`src/rtl/bch_encoder_serial.sv`:
```
// Bit-serial systematic BCH encoder (default GF(2^13), t=16, R=208).
// Ports: clk, rst_n (async low), bus (slave stream: message in, codeword out),
// busy (frame in flight or output pending), sop_err (in_sop seen mid-message).
package bch_encoder_serial_pkg;
    localparam int GM = 13;
    localparam int GT = 16;
    localparam int GR = GM * GT;
    localparam logic [GM:0] PRIM = 14'h201B;

    function automatic logic [GM-1:0] gf_mul(
        input logic [GM-1:0] a,
        input logic [GM-1:0] b
    );
        logic [GM:0] r;
        r = '0;
        for (int i = GM - 1; i >= 0; i--) begin
            r = {r[GM-1:0], 1'b0};
            if (r[GM]) r = r ^ PRIM;
            if (b[i]) r = r ^ {1'b0, a};
        end
        return r[GM-1:0];
    endfunction

    // g(x) = product of the minimal polynomials of alpha^1, alpha^3 .. alpha^(2T-1).
    // Each minimal polynomial is built from its 13 conjugates (repeated squaring).
    function automatic logic [GR:0] gen_poly();
        logic [GR:0]          g;
        logic [GR:0]          acc;
        logic [(GM+1)*GM-1:0] mp;
        logic [GM-1:0]        beta;
        logic [GM-1:0]        b;
        logic [GM-1:0]        alpha;
        alpha = GM'(2);
        g     = '0;
        g[0]  = 1'b1;
        beta  = alpha;
        for (int i = 1; i < 2 * GT; i += 2) begin
            mp          = '0;
            mp[GM-1:0]  = GM'(1);
            b           = beta;
            for (int j = 0; j < GM; j++) begin
                for (int k = GM; k > 0; k--) begin
                    mp[k*GM +: GM] = gf_mul(mp[k*GM +: GM], b)
                                   ^ mp[(k-1)*GM +: GM];
                end
                mp[0 +: GM] = gf_mul(mp[0 +: GM], b);
                b = gf_mul(b, b);
            end
            acc = '0;
            for (int k = 0; k <= GM; k++) begin
                if (mp[k*GM]) acc = acc ^ (g << k);
            end
            g    = acc;
            beta = gf_mul(gf_mul(beta, alpha), alpha);
        end
        return g;
    endfunction
endpackage

module bch_encoder_serial
    import bch_encoder_serial_pkg::*;
#(
    parameter int         K        = 7983,
    parameter int         R        = GR,
    parameter logic [R:0] GEN_POLY = gen_poly(),
    parameter int         CNT_W    = 13
) (
    input  logic                       clk,
    input  logic                       rst_n,
    bch_encoder_serial_if.slave        bus,
    output logic                       busy,
    output logic                       sop_err
);
    typedef enum logic [1:0] {IDLE, MSG, PAR} state_e;

    localparam logic [CNT_W-1:0] K_CNT  = CNT_W'(K);
    localparam logic [CNT_W-1:0] R_LAST = CNT_W'(R - 1);
    localparam logic [R-1:0]     G_LOW  = GEN_POLY[R-1:0];

    state_e           state_q, state_d;
    logic [R-1:0]     lfsr_q, lfsr_d;
    logic [CNT_W-1:0] msg_cnt_q, msg_cnt_d;
    logic [CNT_W-1:0] par_cnt_q, par_cnt_d;
    logic             out_valid_q, out_valid_d;
    logic             out_data_q, out_data_d;
    logic             out_sop_q, out_sop_d;
    logic             out_eop_q, out_eop_d;
    logic             sop_err_q, sop_err_d;

    logic load_ok;
    logic in_rdy;
    logic accept;
    logic fb;

    assign load_ok = !out_valid_q || bus.out_ready;
    assign in_rdy  = load_ok && (state_q != PAR);
    assign accept  = bus.in_valid && in_rdy;
    assign fb      = bus.in_data ^ lfsr_q[R-1];

    always_comb begin
        state_d     = state_q;
        lfsr_d      = lfsr_q;
        msg_cnt_d   = msg_cnt_q;
        par_cnt_d   = par_cnt_q;
        out_valid_d = out_valid_q;
        out_data_d  = out_data_q;
        out_sop_d   = out_sop_q;
        out_eop_d   = out_eop_q;
        sop_err_d   = 1'b0;
        // Current output bit is consumed (or absent); clear unless reloaded.
        if (load_ok) begin
            out_valid_d = 1'b0;
            out_sop_d   = 1'b0;
            out_eop_d   = 1'b0;
        end
        unique case (state_q)
            IDLE, MSG: begin
                // In IDLE a bit without sop is accepted and dropped.
                if (accept && (bus.in_sop || state_q == MSG)) begin
                    out_valid_d = 1'b1;
                    out_data_d  = bus.in_data;
                    out_sop_d   = bus.in_sop;
                    lfsr_d      = (lfsr_q << 1) ^ (fb ? G_LOW : '0);
                    msg_cnt_d   = msg_cnt_q + CNT_W'(1);
                    if (bus.in_sop) begin
                        // Frame (re)start: division restarts from a zero remainder.
                        sop_err_d = (state_q == MSG);
                        lfsr_d    = bus.in_data ? G_LOW : '0;
                        msg_cnt_d = CNT_W'(1);
                    end
                    if (msg_cnt_d == K_CNT) begin
                        state_d   = PAR;
                        par_cnt_d = '0;
                    end else begin
                        state_d   = MSG;
                    end
                end
            end
            PAR: begin
                if (load_ok) begin
                    out_valid_d = 1'b1;
                    out_data_d  = lfsr_q[R-1];
                    lfsr_d      = lfsr_q << 1;
                    par_cnt_d   = par_cnt_q + CNT_W'(1);
                    if (par_cnt_q == R_LAST) begin
                        out_eop_d = 1'b1;
                        state_d   = IDLE;
                    end
                end
            end
            default: state_d = IDLE;
        endcase
    end

    always_ff @(posedge clk or negedge rst_n) begin
        if (!rst_n) begin
            state_q     <= IDLE;
            lfsr_q      <= '0;
            msg_cnt_q   <= '0;
            par_cnt_q   <= '0;
            out_valid_q <= 1'b0;
            out_data_q  <= 1'b0;
            out_sop_q   <= 1'b0;
            out_eop_q   <= 1'b0;
            sop_err_q   <= 1'b0;
        end else begin
            state_q     <= state_d;
            lfsr_q      <= lfsr_d;
            msg_cnt_q   <= msg_cnt_d;
            par_cnt_q   <= par_cnt_d;
            out_valid_q <= out_valid_d;
            out_data_q  <= out_data_d;
            out_sop_q   <= out_sop_d;
            out_eop_q   <= out_eop_d;
            sop_err_q   <= sop_err_d;
        end
    end

    assign bus.in_ready  = in_rdy;
    assign bus.out_valid = out_valid_q;
    assign bus.out_data  = out_data_q;
    assign bus.out_sop   = out_sop_q;
    assign bus.out_eop   = out_eop_q;
    assign busy          = (state_q != IDLE) || out_valid_q;
    assign sop_err       = sop_err_q;
endmodule

```
`src/rtl/bch_encoder_serial_if.sv`:
```
// Stream bundle for the serial BCH encoder: message bits in, codeword bits out.
// master = framing/channel side, slave = encoder side.
interface bch_encoder_serial_if;
    logic in_valid;
    logic in_ready;
    logic in_data;
    logic in_sop;
    logic out_valid;
    logic out_ready;
    logic out_data;
    logic out_sop;
    logic out_eop;

    modport master (
        output in_valid, in_data, in_sop, out_ready,
        input  in_ready, out_valid, out_data, out_sop, out_eop
    );

    modport slave (
        input  in_valid, in_data, in_sop, out_ready,
        output in_ready, out_valid, out_data, out_sop, out_eop
    );
endinterface

```
`src/flat_wrapper.sv`:
```
// flat-port wrapper written by rule: the top's interface ports become plain ports
module bch_encoder_serial_flat import bch_encoder_serial_pkg::*;
#(
    parameter int         K        = 7983,
    parameter int         R        = GR,
    parameter logic [R:0] GEN_POLY = gen_poly(),
    parameter int         CNT_W    = 13
)
  (clk, rst_n, busy, sop_err, bus_in_valid, bus_in_data, bus_in_sop, bus_out_ready, bus_in_ready, bus_out_valid, bus_out_data, bus_out_sop, bus_out_eop);
  bch_encoder_serial_if bus_i ();
  input  logic clk;
  input  logic rst_n;
  output logic busy;
  output logic sop_err;
  input wire logic [$bits(bus_i.in_valid)-1:0] bus_in_valid;
  input wire logic [$bits(bus_i.in_data)-1:0] bus_in_data;
  input wire logic [$bits(bus_i.in_sop)-1:0] bus_in_sop;
  input wire logic [$bits(bus_i.out_ready)-1:0] bus_out_ready;
  output wire logic [$bits(bus_i.in_ready)-1:0] bus_in_ready;
  output wire logic [$bits(bus_i.out_valid)-1:0] bus_out_valid;
  output wire logic [$bits(bus_i.out_data)-1:0] bus_out_data;
  output wire logic [$bits(bus_i.out_sop)-1:0] bus_out_sop;
  output wire logic [$bits(bus_i.out_eop)-1:0] bus_out_eop;
  assign bus_i.in_valid = bus_in_valid;
  assign bus_i.in_data = bus_in_data;
  assign bus_i.in_sop = bus_in_sop;
  assign bus_i.out_ready = bus_out_ready;
  assign bus_in_ready = bus_i.in_ready;
  assign bus_out_valid = bus_i.out_valid;
  assign bus_out_data = bus_i.out_data;
  assign bus_out_sop = bus_i.out_sop;
  assign bus_out_eop = bus_i.out_eop;
  bch_encoder_serial #(.K(K), .R(R), .GEN_POLY(GEN_POLY), .CNT_W(CNT_W)) u_core (.clk(clk), .rst_n(rst_n), .bus(bus_i), .busy(busy), .sop_err(sop_err));
endmodule
```
`config.mk`:
```
export PLATFORM = sky130hd
export DESIGN_NAME = bch_encoder_serial_flat
export DESIGN_NICKNAME = d
export VERILOG_FILES = /design/src/rtl/bch_encoder_serial.sv /design/src/rtl/bch_encoder_serial_if.sv /design/src/flat_wrapper.sv
export SDC_FILE = /design/constraint.sdc
export NUM_CORES = 1
export LEC_CHECK = 0
export BUFFER_PORTS_ARGS = -buffer_cell sky130_fd_sc_hd__buf_2
export CORE_MARGIN = 1
export CORE_UTILIZATION = 61
export CTS_CLUSTER_DIAMETER = 50
export DETAILED_ROUTE_END_ITERATION = 16
export PLACE_DENSITY = 0.77
export SETUP_SLACK_MARGIN = 0.15
export SLEW_MARGIN = 20
export SYNTH_ARGS = -nofsm -noshare
export SYNTH_HDL_FRONTEND = slang
export SYNTH_SLANG_ARGS = --single-unit
export TNS_END_PERCENT = 20
```
`constraint.sdc`:
```
create_clock -name clk -period 5 [get_ports clk]
set_clock_uncertainty 0.05 [all_clocks]
set_input_delay 0.25 -clock clk [delete_from_list [all_inputs] [get_ports clk]]
set_output_delay 0.25 -clock clk [all_outputs]
set_load 0.05 [all_outputs]
```
==> Yosys cells after proc, flatten, opt, wreduce, memory -nomap -nowiden <==
Index checks and enable logic that the tools add are counted.
{ "word_totals": {"regBits": 241, "inputBits": 6, "out_inout_bits": 7, "elab_cells": 72} }
{ "op_classes": {"add_sub_neg": 2, "n_eq_ne": 9, "muxes": 35, "bitwise_logic": 2, "reduce_logical": 15} }
{ "op_table": {"columns": ["operator", "count"], "rows": [
  ["$mux 208", 5],
  ["$pmux 208 s2", 1],
  ["$xor 208x208->208", 1],
  ["$mux 13", 6],
  ["$add 13x1->13 const B", 2],
  ["$pmux 13 s2", 1],
  ["$mux 1", 15],
  ["$eq 13x13->1 const B", 1],
  ["$eq 13x8->1 const B", 1],
  ["$mux 2", 4],
  ["$ne 2x1->1 const B", 4],
  ["$reduce_and 3->1", 2],
  ["$pmux 1 s2", 2],
  ["$pmux 2 s2", 1],
  ["$reduce_and 4->1", 1],
  ["$reduce_bool 2->1", 2],
  ["$logic_and 1x1->1", 3],
  ["$logic_or 1x1->1", 3],
  ["$eq 2x1->1 const B", 1],
  ["$eq 2x2->1 const B", 1],
  ["$logic_not 2->1", 1],
  ["$ne 2x2->1 const B", 1],
  ["$reduce_and 2->1", 1],
  ["$reduce_or 2->1", 1],
  ["2 further kinds", 2]
]} }

==> Logic depth before layout (Yosys ltp) <==
Gate-level depths: netlist (run 1).
{ "depth": {"ltp_word": 11, "mapped_depth": 9, "ltp_nobuf": 7} }

==> Worst setup path after synthesis (run 1) <==
OpenSTA, ideal clock, no wires.
{ "synth_path": {"kind": "register to register", "start": "register u_core.msg_cnt_q[0]", "end": "register u_core.par_cnt_q[2]", "setup_time_ns": 0.121, "arrival_time_ns": 2.072, "required_ns": 4.829, "setup_slack_ns": 2.757, "stages_incl_launch_ff": 9, "path_buffers": 1, "synth_period_minus_slack_ns": 2.243, "path_cell_list": "dfrtp_1 > ha_1 > nand4bb_1 > nor4b_1 > o21ai_0 > a2111oi_4 > a21oi_2 > buf_6 > a22o_1"} }
{ "synth_via": {"elab_chain_len": 7} }
{ "synth_rtl": {"columns": ["item", "line_no", "text"], "rows": [
  ["start: declaration", "bch_encoder_serial.sv:82", "logic [CNT_W-1:0] msg_cnt_q, msg_cnt_d;"],
  ["start signal: assignment", "bch_encoder_serial.sv:169", "msg_cnt_q <= msg_cnt_d;"],
  ["$add 13x1->13", "bch_encoder_serial.sv:124", "msg_cnt_d = msg_cnt_q + CNT_W'(1);"],
  ["$mux 13", "bch_encoder_serial.sv:125", "if (bus.in_sop) begin"],
  ["$mux 13", "bch_encoder_serial.sv:119", "if (accept && (bus.in_sop || state_q == MSG)) begin"],
  ["$mux 13", "bch_encoder_serial.sv:116", "unique case (state_q)"],
  ["$eq 13x13->1", "bch_encoder_serial.sv:131", "if (msg_cnt_d == K_CNT) begin"],
  ["$ne 2x1->1 (no line)", null, null],
  ["$reduce_and 4->1 (no line)", null, null],
  ["end signal: assignment", "bch_encoder_serial.sv:170", "par_cnt_q <= par_cnt_d;"],
  ["end: declaration", "bch_encoder_serial.sv:83", "logic [CNT_W-1:0] par_cnt_q, par_cnt_d;"]
]} }
No other way between the ends. The select of a mux whose other input is x is not followed.
A chain may end at the register's enable or synchronous reset.

==> Worst setup path in the final report (run 1) <==
{ "layout_path": {"start": "register u_core.state_q[0]", "end": "register u_core.par_cnt_q[0]"} }
{ "layout_via": {"elab_chain_len": 6, "elab_cells_between_ends": 15, "classes_between": "eq/ne: 6; mux: 1; reduce/logical: 8"} }
{ "layout_rtl": {"columns": ["item", "line_no", "text"], "rows": [
  ["start: declaration", "bch_encoder_serial.sv:80", "state_e state_q, state_d;"],
  ["start signal: assignment", "bch_encoder_serial.sv:167", "state_q <= state_d;"],
  ["$ne 2x2->1", "bch_encoder_serial.sv:96", "assign in_rdy = load_ok && (state_q != PAR);"],
  ["$logic_and 1x1->1", "bch_encoder_serial.sv:96", null],
  ["$logic_and 1x1->1", "bch_encoder_serial.sv:97", "assign accept = bus.in_valid && in_rdy;"],
  ["$logic_and 1x1->1", "bch_encoder_serial.sv:119", null],
  ["$ne 2x1->1 (no line)", null, null],
  ["$reduce_and 4->1 (no line)", null, null]
]} }
Parallel ways exist; a longest one is shown, timed or not.

==> results of run 1 <==
==> flip-flops by register name (all words and copies together) (netlist names), named ones only <==
signal and cells:
u_core.state_q 2, u_core.par_cnt_q 13, u_core.bus.out_sop 1, u_core.bus.out_data 1, u_core.sop_err 1, u_core.msg_cnt_q 13, u_core.lfsr_q 208, u_core.bus.out_valid 1
==> kinds of logic after synthesis <==
| family | synth area share [%] |
|---|---|
| flip-flops | 44.3 |
| multiplexers | 9.13 |
| adder cells (fa/ha/maj) | 0.184 |
| XOR/XNOR | 0.129 |
| AND/OR/NAND/NOR | 18.5 |
| buffers and inverters | 4.73 |
| AO/OA/AOI/OAI | 23.1 |
==> per-layer routing <==
metal	up-vias	GRT usage [%]
li1	5722	-
met1	5698	35.6
met2	233	45.3
met3	30	3.53
met4	0	5.25
met5	-	0
==> cells in the final DEF, fill, tap and decap left out, types with 3 or more instances in the layout <==
cell and n:
sky130_fd_sc_hd__bufinv_16 4, sky130_fd_sc_hd__o31ai_1 4, sky130_fd_sc_hd__mux2i_1 122, sky130_fd_sc_hd__buf_12 6, sky130_fd_sc_hd__nand4_1 5, sky130_fd_sc_hd__nor4_1 3, sky130_fd_sc_hd__o21ai_0 232, sky130_fd_sc_hd__o221ai_1 119
sky130_fd_sc_hd__nor2_1 22, sky130_fd_sc_hd__dfrtp_1 240, sky130_fd_sc_hd__a22o_1 5, sky130_fd_sc_hd__nor2b_1 4, sky130_fd_sc_hd__o2bb2ai_1 5, sky130_fd_sc_hd__clkbuf_8 9, sky130_fd_sc_hd__clkbuf_16 31, sky130_fd_sc_hd__a31oi_1 6
sky130_fd_sc_hd__nand2_1 554, sky130_fd_sc_hd__inv_1 4, sky130_fd_sc_hd__nor3_1 4, sky130_fd_sc_hd__clkbuf_1 3, sky130_fd_sc_hd__o41ai_1 3, sky130_fd_sc_hd__clkinv_2 5, sky130_fd_sc_hd__buf_4 9, sky130_fd_sc_hd__dlygate4sd3_1 3
sky130_fd_sc_hd__buf_2 10, sky130_fd_sc_hd__nand3_1 11, sky130_fd_sc_hd__a21oi_1 130
==> worst max-delay path: stages, from the launching register on <==
cell and delay (ps):
sky130_fd_sc_hd__dfrtp_1 410, sky130_fd_sc_hd__nand2b_4 430, sky130_fd_sc_hd__buf_4 880, sky130_fd_sc_hd__nor2_1 190, sky130_fd_sc_hd__a21oi_2 470, sky130_fd_sc_hd__mux2_2 250
==> final timing paths <==
check                                    from                   end  slack [ps]  cells after the start
max in group asynchronous               rst_n    u_core.lfsr_q[125]        3400                      3
setup reg to reg            u_core.state_q[0]   u_core.par_cnt_q[0]        2190                      5
hold / removal                     bus_in_sop        u_core.sop_err         110                      2
hold reg to reg            u_core.lfsr_q[128]    u_core.lfsr_q[128]         430                      2
min in group asynchronous               rst_n  u_core.msg_cnt_q[10]         300                      2
setup / recovery            u_core.state_q[0]   u_core.par_cnt_q[0]        2190                      5
==> final cells by class <==
type                    instances  area, sq um
repair buffers                 30          310
multi-input cells            1272         7000
fillers                      1801         7080
clock buffers                  43          911
inverters                       4         15.0
well taps                     280          350
flip-flops and latches        241         6030
clock inverters                14          186
==> power groups by stage <==
stage | Combinational (mW) | Sequential, mW | Clock [mW]
finish | 1.95 | 2.88 | 2.33
global route | 2.19 | 2.96 | 2.44
CTS | 1.95 | 2.87 | 2.37
detailed placement | 1.93 | 2.90 | 0
global placement | 1.86 | 2.87 | 0
floorplan | 1.69 | 2.72 | 0
==> through the flow <==
step                      cells  area (sq um)  hold slack (ps)  util [%]  power (mW)
final                      1884         14800              113      67.6        7.16
after global routing       1884         14800              116      67.6        7.60
after CTS                  1883         14800             88.3      67.5        7.19
after detailed placement   1823         13700              348      62.4        4.83
after global placement     1823         13700              357      62.4        4.73
after floorplan            1676         13600            -95.6         -        4.41
==> timing repair <==
item / CTS / global route
hold endpoints to repair: 117 / 0
setup endpoints to repair: 0 / 0
hold buffers: 3 / 0
==> reports/summary.md, run 1 <==
Of the post-synthesis cell area, the dominant cell type holds 44.3%. For the number of distinct library cell variants in the gate-level netlist after synthesis, the log shows 51. The peak ir drop on the vdd network was 0.457 mV; the vertical die dimension was 151 um. The area growth from synthesis to layout is 8.67%.

TritonCTS built the clock tree. The routed wire length per instance came out at 15.9 um. By area the synthesized netlist is led by sky130_fd_sc_hd__dfrtp_1, sky130_fd_sc_hd__nand2_1, sky130_fd_sc_hd__mux2i_1.

The mean area per synthesized cell is 8.13 sq um. The worst path meets setup with 2190 ps of slack. Net switching is 34.3% of the power. The worst min-delay path category was primary input to register. Summed over all nets, wire length on met3 after detailed routing comes to 1220 um. The die is 151 um wide. The tools report the H-tree depth as 1. The final setup TNS is 0 ps. The minimum period implied by the final worst setup slack was 2810 ps. After synthesis the netlist holds a flip-flop and latch count of 241.

At the pin with the least slew margin, the transition time is 1130 ps. The analysis attributes to cell leakage a power of 6.35 nW. The cell sitting at the root of the clock tree is a sky130_fd_sc_hd__clkbuf_16. The number of global-route vias before repair was 10609. Counting flops with a built-in enable in the synthesized netlist gives 0. The final layout contains 1588 nets. Counting flops with an async set or reset pin after synthesis yields a share of 100%. For the highest clock frequency the design can meet, the log shows 0.356 GHz. The wire length after detailed routing is 30000 um, and the global routing usage summed across all routing layers is 26.3%.

Setup repair after global routing left no endpoint under its margin. The CTS buffer count came out at 31. The total overflow left after global routing is 0. Critical path class: register to register. In the routed design, unresolved DRC markers number 0. For this run, the register share of the synthesized area comes to 44.3%.

The number of vias in the routed layout came out at 11683. By count the netlist is led by sky130_fd_sc_hd__nand2_1, sky130_fd_sc_hd__dfrtp_1, sky130_fd_sc_hd__o21ai_0, sky130_fd_sc_hd__clkbuf_1, sky130_fd_sc_hd__a21oi_1. The quantity of I/O buffers inserted on ports works out to 12. Synthesis produced a netlist whose cell count is 1676. Cell internal power was estimated by the tool at 4.71 mW. Final number of max-transition violations: 0. The run gives 0 as the count of endpoints failing hold in the final timing report. The starting utilization of the core area was 62.3%.

The worst path required time was 5430 ps; the number of antenna-violating nets in the routed design was 0. The standard cell core area was 21900 sq um; the data arrival time of the worst path was 3240 ps. The run finished with clean final reports.

In this run the worst path has a maximum fanout of 97. The number of optimization iterations in the first detailed-route pass is 7. The sort of element at the end of the critical path was a register.

The global-route wire length before repair is 50200 um. Startpoint class of the critical path: a register. Yosys printed 0 warnings. Clock-pin slew was measured on the worst setup and hold paths at 60 ps. The run gives 185 as the largest net degree at the start of global routing.

Dividing the final minimum period by the clock period gives 56.2%. The clock tree buffer depth is 3. The number of antenna violations at the first check in global routing was 0.

Registers are responsible for 40.3% of the overall power. The repair_antennas step left the layout with diodes totalling 0. The highest layer touched by signal routing is met4.

The via density per instance is 6.20. The floorplan step defined a die boundary enclosing 22900 sq um. Prior to clock tree synthesis, the placed netlist has a worst setup slack of 2200 ps. The number of nets handed over by synthesis was 1684. In this run the power density over the cells is 484 nW/um^2.

The synthesized netlist occupies a cell area of 13600 sq um. Setup violations remaining at the end of the flow were counted as 0. For this block, the initial DRC count from the detailed router was 1036.

In this run the power spent charging and discharging nets is 2.46 mW. The run gives 0 as the post-cts sizing count. The post-DP HPWL was 15100 um.

The clock drives 241 sinks. Of the total power, combinational logic draws 27.2%. Detailed routing placed a total of 14500 um of wire on met2. The library cell with the highest instance count after synthesis was sky130_fd_sc_hd__nand2_1.

The number of placement rows was 54; the ratio of cells with drive above 1 in the final layout was 5.99%. Headroom to the max-slew limit came out at 24.7%. The post-CTS setup buffer count came out at 0.

Of all cell types, the one taking the most synthesized area is sky130_fd_sc_hd__dfrtp_1. The max-capacitance violation count was 0; the later-pin clock latency in the skew report was 550 ps. The clock network fraction of total power is 32.5%, and the top-level I/O count is 13. The routed metal-1 wirelength was 14000 um. In the synthesized netlist the dominant register cell turns out to be sky130_fd_sc_hd__dfrtp_1.

The congestion estimate from routability-driven global placement came to 0.872.
No activity file was read; power rests on OpenSTA's default activity.
==> inputs of run 2 (changes only) <==
clock period = 2.88 ns   (was 5 ns; I/O delays follow)
==> run 2 against run 1 <==
- largest cell class unchanged
- power grew 74%
- via count rose by 0.73%
- sequential share of layout area fell by 0.48 points
- sequential cell count unchanged
- first-iteration DRC count decreased by 14%
- design area increased by 1.2%
- worst setup slack got worse by 1900 ps
==> reports/summary.md, run 2 (same netlist as run 1, synthesis figures left out) <==
The run finished with clean final reports. The ratio of cells with drive above 1 in the final layout is 6.90% (was 5.99%). The minimum period implied by the final worst setup slack was 2570 ps (was 2810 ps).

The tools report the sequential share of power as 39.3% (was 40.3%). Final setup TNS: 0 ps (unchanged). The part of the cycle the worst path needs is 89.2% (was 56.2%). The via density per instance was 6.18 (was 6.20). For the leakage power, the log shows 6.45 nW (was 6.35 nW). Global routing usage summed across all routing layers: 27.5% (was 26.3%). The logs give 0 (unchanged) for the number of design rule violations left after detail routing and 241 (unchanged) for the clock sink total. The tools report the net switching component of the power as 4.26 mW (was 2.46 mW). The critical path class was register to register (unchanged). The startpoint class of the critical path is a register (unchanged). The worst min-delay path category was primary input to register (unchanged). Setup repair after global routing left no endpoint under its margin. The tools report the root buffer cell as sky130_fd_sc_hd__clkbuf_16 (unchanged).

The multi-input logic area is 7010 sq um (was 7000 sq um), and the overall die area is 22900 sq um (unchanged). The clock transition at the registers of the reported paths came out at 60 ps (about the same). The vertical die dimension was 151 um (unchanged). The quantity of I/O buffers inserted on ports came out at 12 (unchanged). For the final number of max-transition violations, the log shows 0 (unchanged). The actual slew at the worst max-slew pin was 716 ps (was 1130 ps). The leading cell type in the layout, fill and taps excluded was sky130_fd_sc_hd__nand2_1 (unchanged). The run gives 550 ps (about the same) as the later-pin clock latency in the skew report.

The run gives 3 (unchanged) as the clock tree buffer depth. The largest net degree at the start of global routing was 120 (was 185). Highest-count cells in the layout ignoring fill and taps: sky130_fd_sc_hd__nand2_1, sky130_fd_sc_hd__dfrtp_1, sky130_fd_sc_hd__o21ai_0 (unchanged). The end-of-flow core utilization is 68.4% (was 67.6%).

For the proportion of power drawn by combinational gates, the log shows 29.0% (was 27.2%). The sort of element at the end of the critical path is a register (unchanged). The startpoint of the most critical setup path is u_core.msg_cnt_q[0] (was u_core.state_q[0]).

The power per cell area was 830 nW/um^2 (was 484 nW/um^2); the switching share of power was 34.3% (about the same). The internal power consumption was 8.17 mW (was 4.71 mW); the number of setup violations in the final report was 0 (unchanged). Number of global-route vias before repair: 10884 (was 10609). The number of optimization iterations in the first detailed-route pass was 5 (was 7); the number of antenna-violating nets in the routed design was 0 (unchanged).

The last weighted congestion value of the routability-driven placer was 0.834 (was 0.872); the H-tree depth was 1 (unchanged). TritonCTS built the clock tree. The post-DP HPWL was 16700 um (was 15100 um). Wire length after detailed routing: 30700 um (was 30000 um). The number of vias in the routed layout was 11768 (was 11683); the net count reported at finish was 1611 (was 1588).

The tools report the clock network fraction of total power as 31.7% (was 32.5%). The run gives 0 (unchanged) as the total inserted antenna cells. The tools report the startpoint of the worst hold path as bus_out_ready (was bus_in_sop). The die width was 151 um (unchanged). The worst slew margin relative to its limit is 52.3% (was 24.7%), and the starting DRC count in detailed routing is 892 (was 1036).

The routed wire length per instance works out to 16.1 um (was 15.9 um). The tools report the max-capacitance violation count as 0 (unchanged). The peak ir drop on the vdd network is 0.539 mV (was 0.457 mV), and the number of placement rows is 54 (unchanged). Critical-path maximum fanout: 11 (was 97).

The tools report the sequential cell area as 6030 sq um (unchanged). The worst reg2reg path startpoint is u_core.msg_cnt_q[0] (was u_core.state_q[0]). The data arrival time of the worst path is 2950 ps (was 3240 ps), and the worst path required time is 3270 ps (was 5430 ps).

The global route total overflow came out at 0 (unchanged). The tools report the CTS buffer count as 30 (was 31). The register ranked first by flip-flop count is u_core.lfsr_q (unchanged). The tools report the starting utilization of the core area as 62.3% (unchanged).

The standard cell core area was 21900 sq um (unchanged). Biggest registers after layout: u_core.lfsr_q: 208 flops, u_core.msg_cnt_q: 13 flops, u_core.par_cnt_q: 13 flops (unchanged). The layout-stage area growth over the synthesis result is 9.95% (was 8.67%). The final-layout fill cell count came out at 1776 (was 1801). The highest clock frequency the design can meet was 0.389 GHz (was 0.356 GHz). For the count of endpoints failing hold in the final timing report, the log shows 0 (unchanged). The number of flip-flops in the largest register is 208 (unchanged), and the global-route wire length before repair is 52300 um (was 50200 um). The top-level I/O count was 13 (unchanged); the number of antenna violations at the first check in global routing was 0 (unchanged).
-- run 2: cell types whose count changed in the layout (fill, tap and decap cells not counted) --
cell | previous run | this run
sky130_fd_sc_hd__buf_4 | 9 | 28
sky130_fd_sc_hd__buf_12 | 6 | 11
sky130_fd_sc_hd__clkbuf_8 | 9 | 4
sky130_fd_sc_hd__clkbuf_1 | 3 | 6
sky130_fd_sc_hd__clkinv_4 | 2 | 0
sky130_fd_sc_hd__clkinvlp_4 | 2 | 0
sky130_fd_sc_hd__a21oi_2 | 1 | 0
sky130_fd_sc_hd__a21oi_4 | 0 | 1
sky130_fd_sc_hd__buf_16 | 1 | 0
sky130_fd_sc_hd__bufinv_16 | 4 | 5
sky130_fd_sc_hd__dlygate4sd3_1 | 3 | 4
sky130_fd_sc_hd__ha_1 | 2 | 1
sky130_fd_sc_hd__ha_2 | 0 | 1
-- run 2: worst paths after layout --
path | endpoint | slack, ps | cells past startpoint
setup / recovery | u_core.par_cnt_q[0] | 310 | 8
hold / removal | u_core.bus.out_sop | 20 | 5
setup reg to reg | u_core.par_cnt_q[0] | 310 | 8
hold reg to reg | u_core.bus.out_sop | 420 | 2
max in group asynchronous | u_core.lfsr_q[99] | 1800 | 3
min in group asynchronous | u_core.msg_cnt_q[6] | 150 | 2
-- run 2: area by class of cell --
class	count	share of cell area, %
Clock buffer	41	5.69
Sequential cell	241	40.3
Inverter	4	0.100
Multi-Input combinational cell	1272	46.8
Clock inverter	11	1.23
Timing Repair Buffer	54	3.57
Tap cell	280	2.34
-- run 2: power by group through the flow --
stage	sequential (mW)	combinational (mW)	clock (mW)
6_report	4.89	3.60	3.94
5_1_grt	5.03	4.07	4.12
4_1_cts	4.87	3.61	4.01
3_5_place_dp	4.91	3.57	0
3_3_place_gp	4.86	3.43	0
2_1_floorplan	4.73	2.94	0
-- run 2: per-layer routing --
| metal | wire [um] | part of all wire [%] | track usage, % | vias up |
|---|---|---|---|---|
| met4 | 476 | 1.6 | 6.15 | 0 |
| met3 | 1320 | 4.3 | 3.65 | 40 |
| met2 | 14700 | 48 | 46.5 | 250 |
| met1 | 14200 | 46 | 37.7 | 5727 |
| li1 | - | - | - | 5751 |
| met5 | 0 | 0 | 0 | - |
-- run 2: per-stage QoR --
step	hold slack (ps)	cells	power, mW	cell area (sq um)	setup WS (ps)
after floorplan	-202	1676	7.66	13600	637
after global routing	49.8	1903	13.2	15000	152
after CTS	11.8	1902	12.5	15000	170
after detailed placement	168	1846	8.49	13900	220
after global placement	161	1846	8.29	13900	322
final	21.9	1903	12.4	15000	312
-- run 2: what timing repair did --
| action | in CTS | in global routing |
|---|---|---|
| resized for setup | 0 | 2 |
| buffers inserted | 0 | 1 |
| hold endpoints to repair | 91 | 0 |
| hold buffers | 4 | 0 |
| endpoints found under the setup margin | 0 | 12 |
-- run 2: worst max-delay path: stages (launching register included) --
cell                        delay, ps
sky130_fd_sc_hd__dfrtp_1          460
sky130_fd_sc_hd__ha_2             330
sky130_fd_sc_hd__nand3_1          190
sky130_fd_sc_hd__nor4b_1          340
sky130_fd_sc_hd__nor2_1           130
sky130_fd_sc_hd__a2111oi_4        350
sky130_fd_sc_hd__buf_4            190
sky130_fd_sc_hd__a21oi_4          110
sky130_fd_sc_hd__mux2_2           300
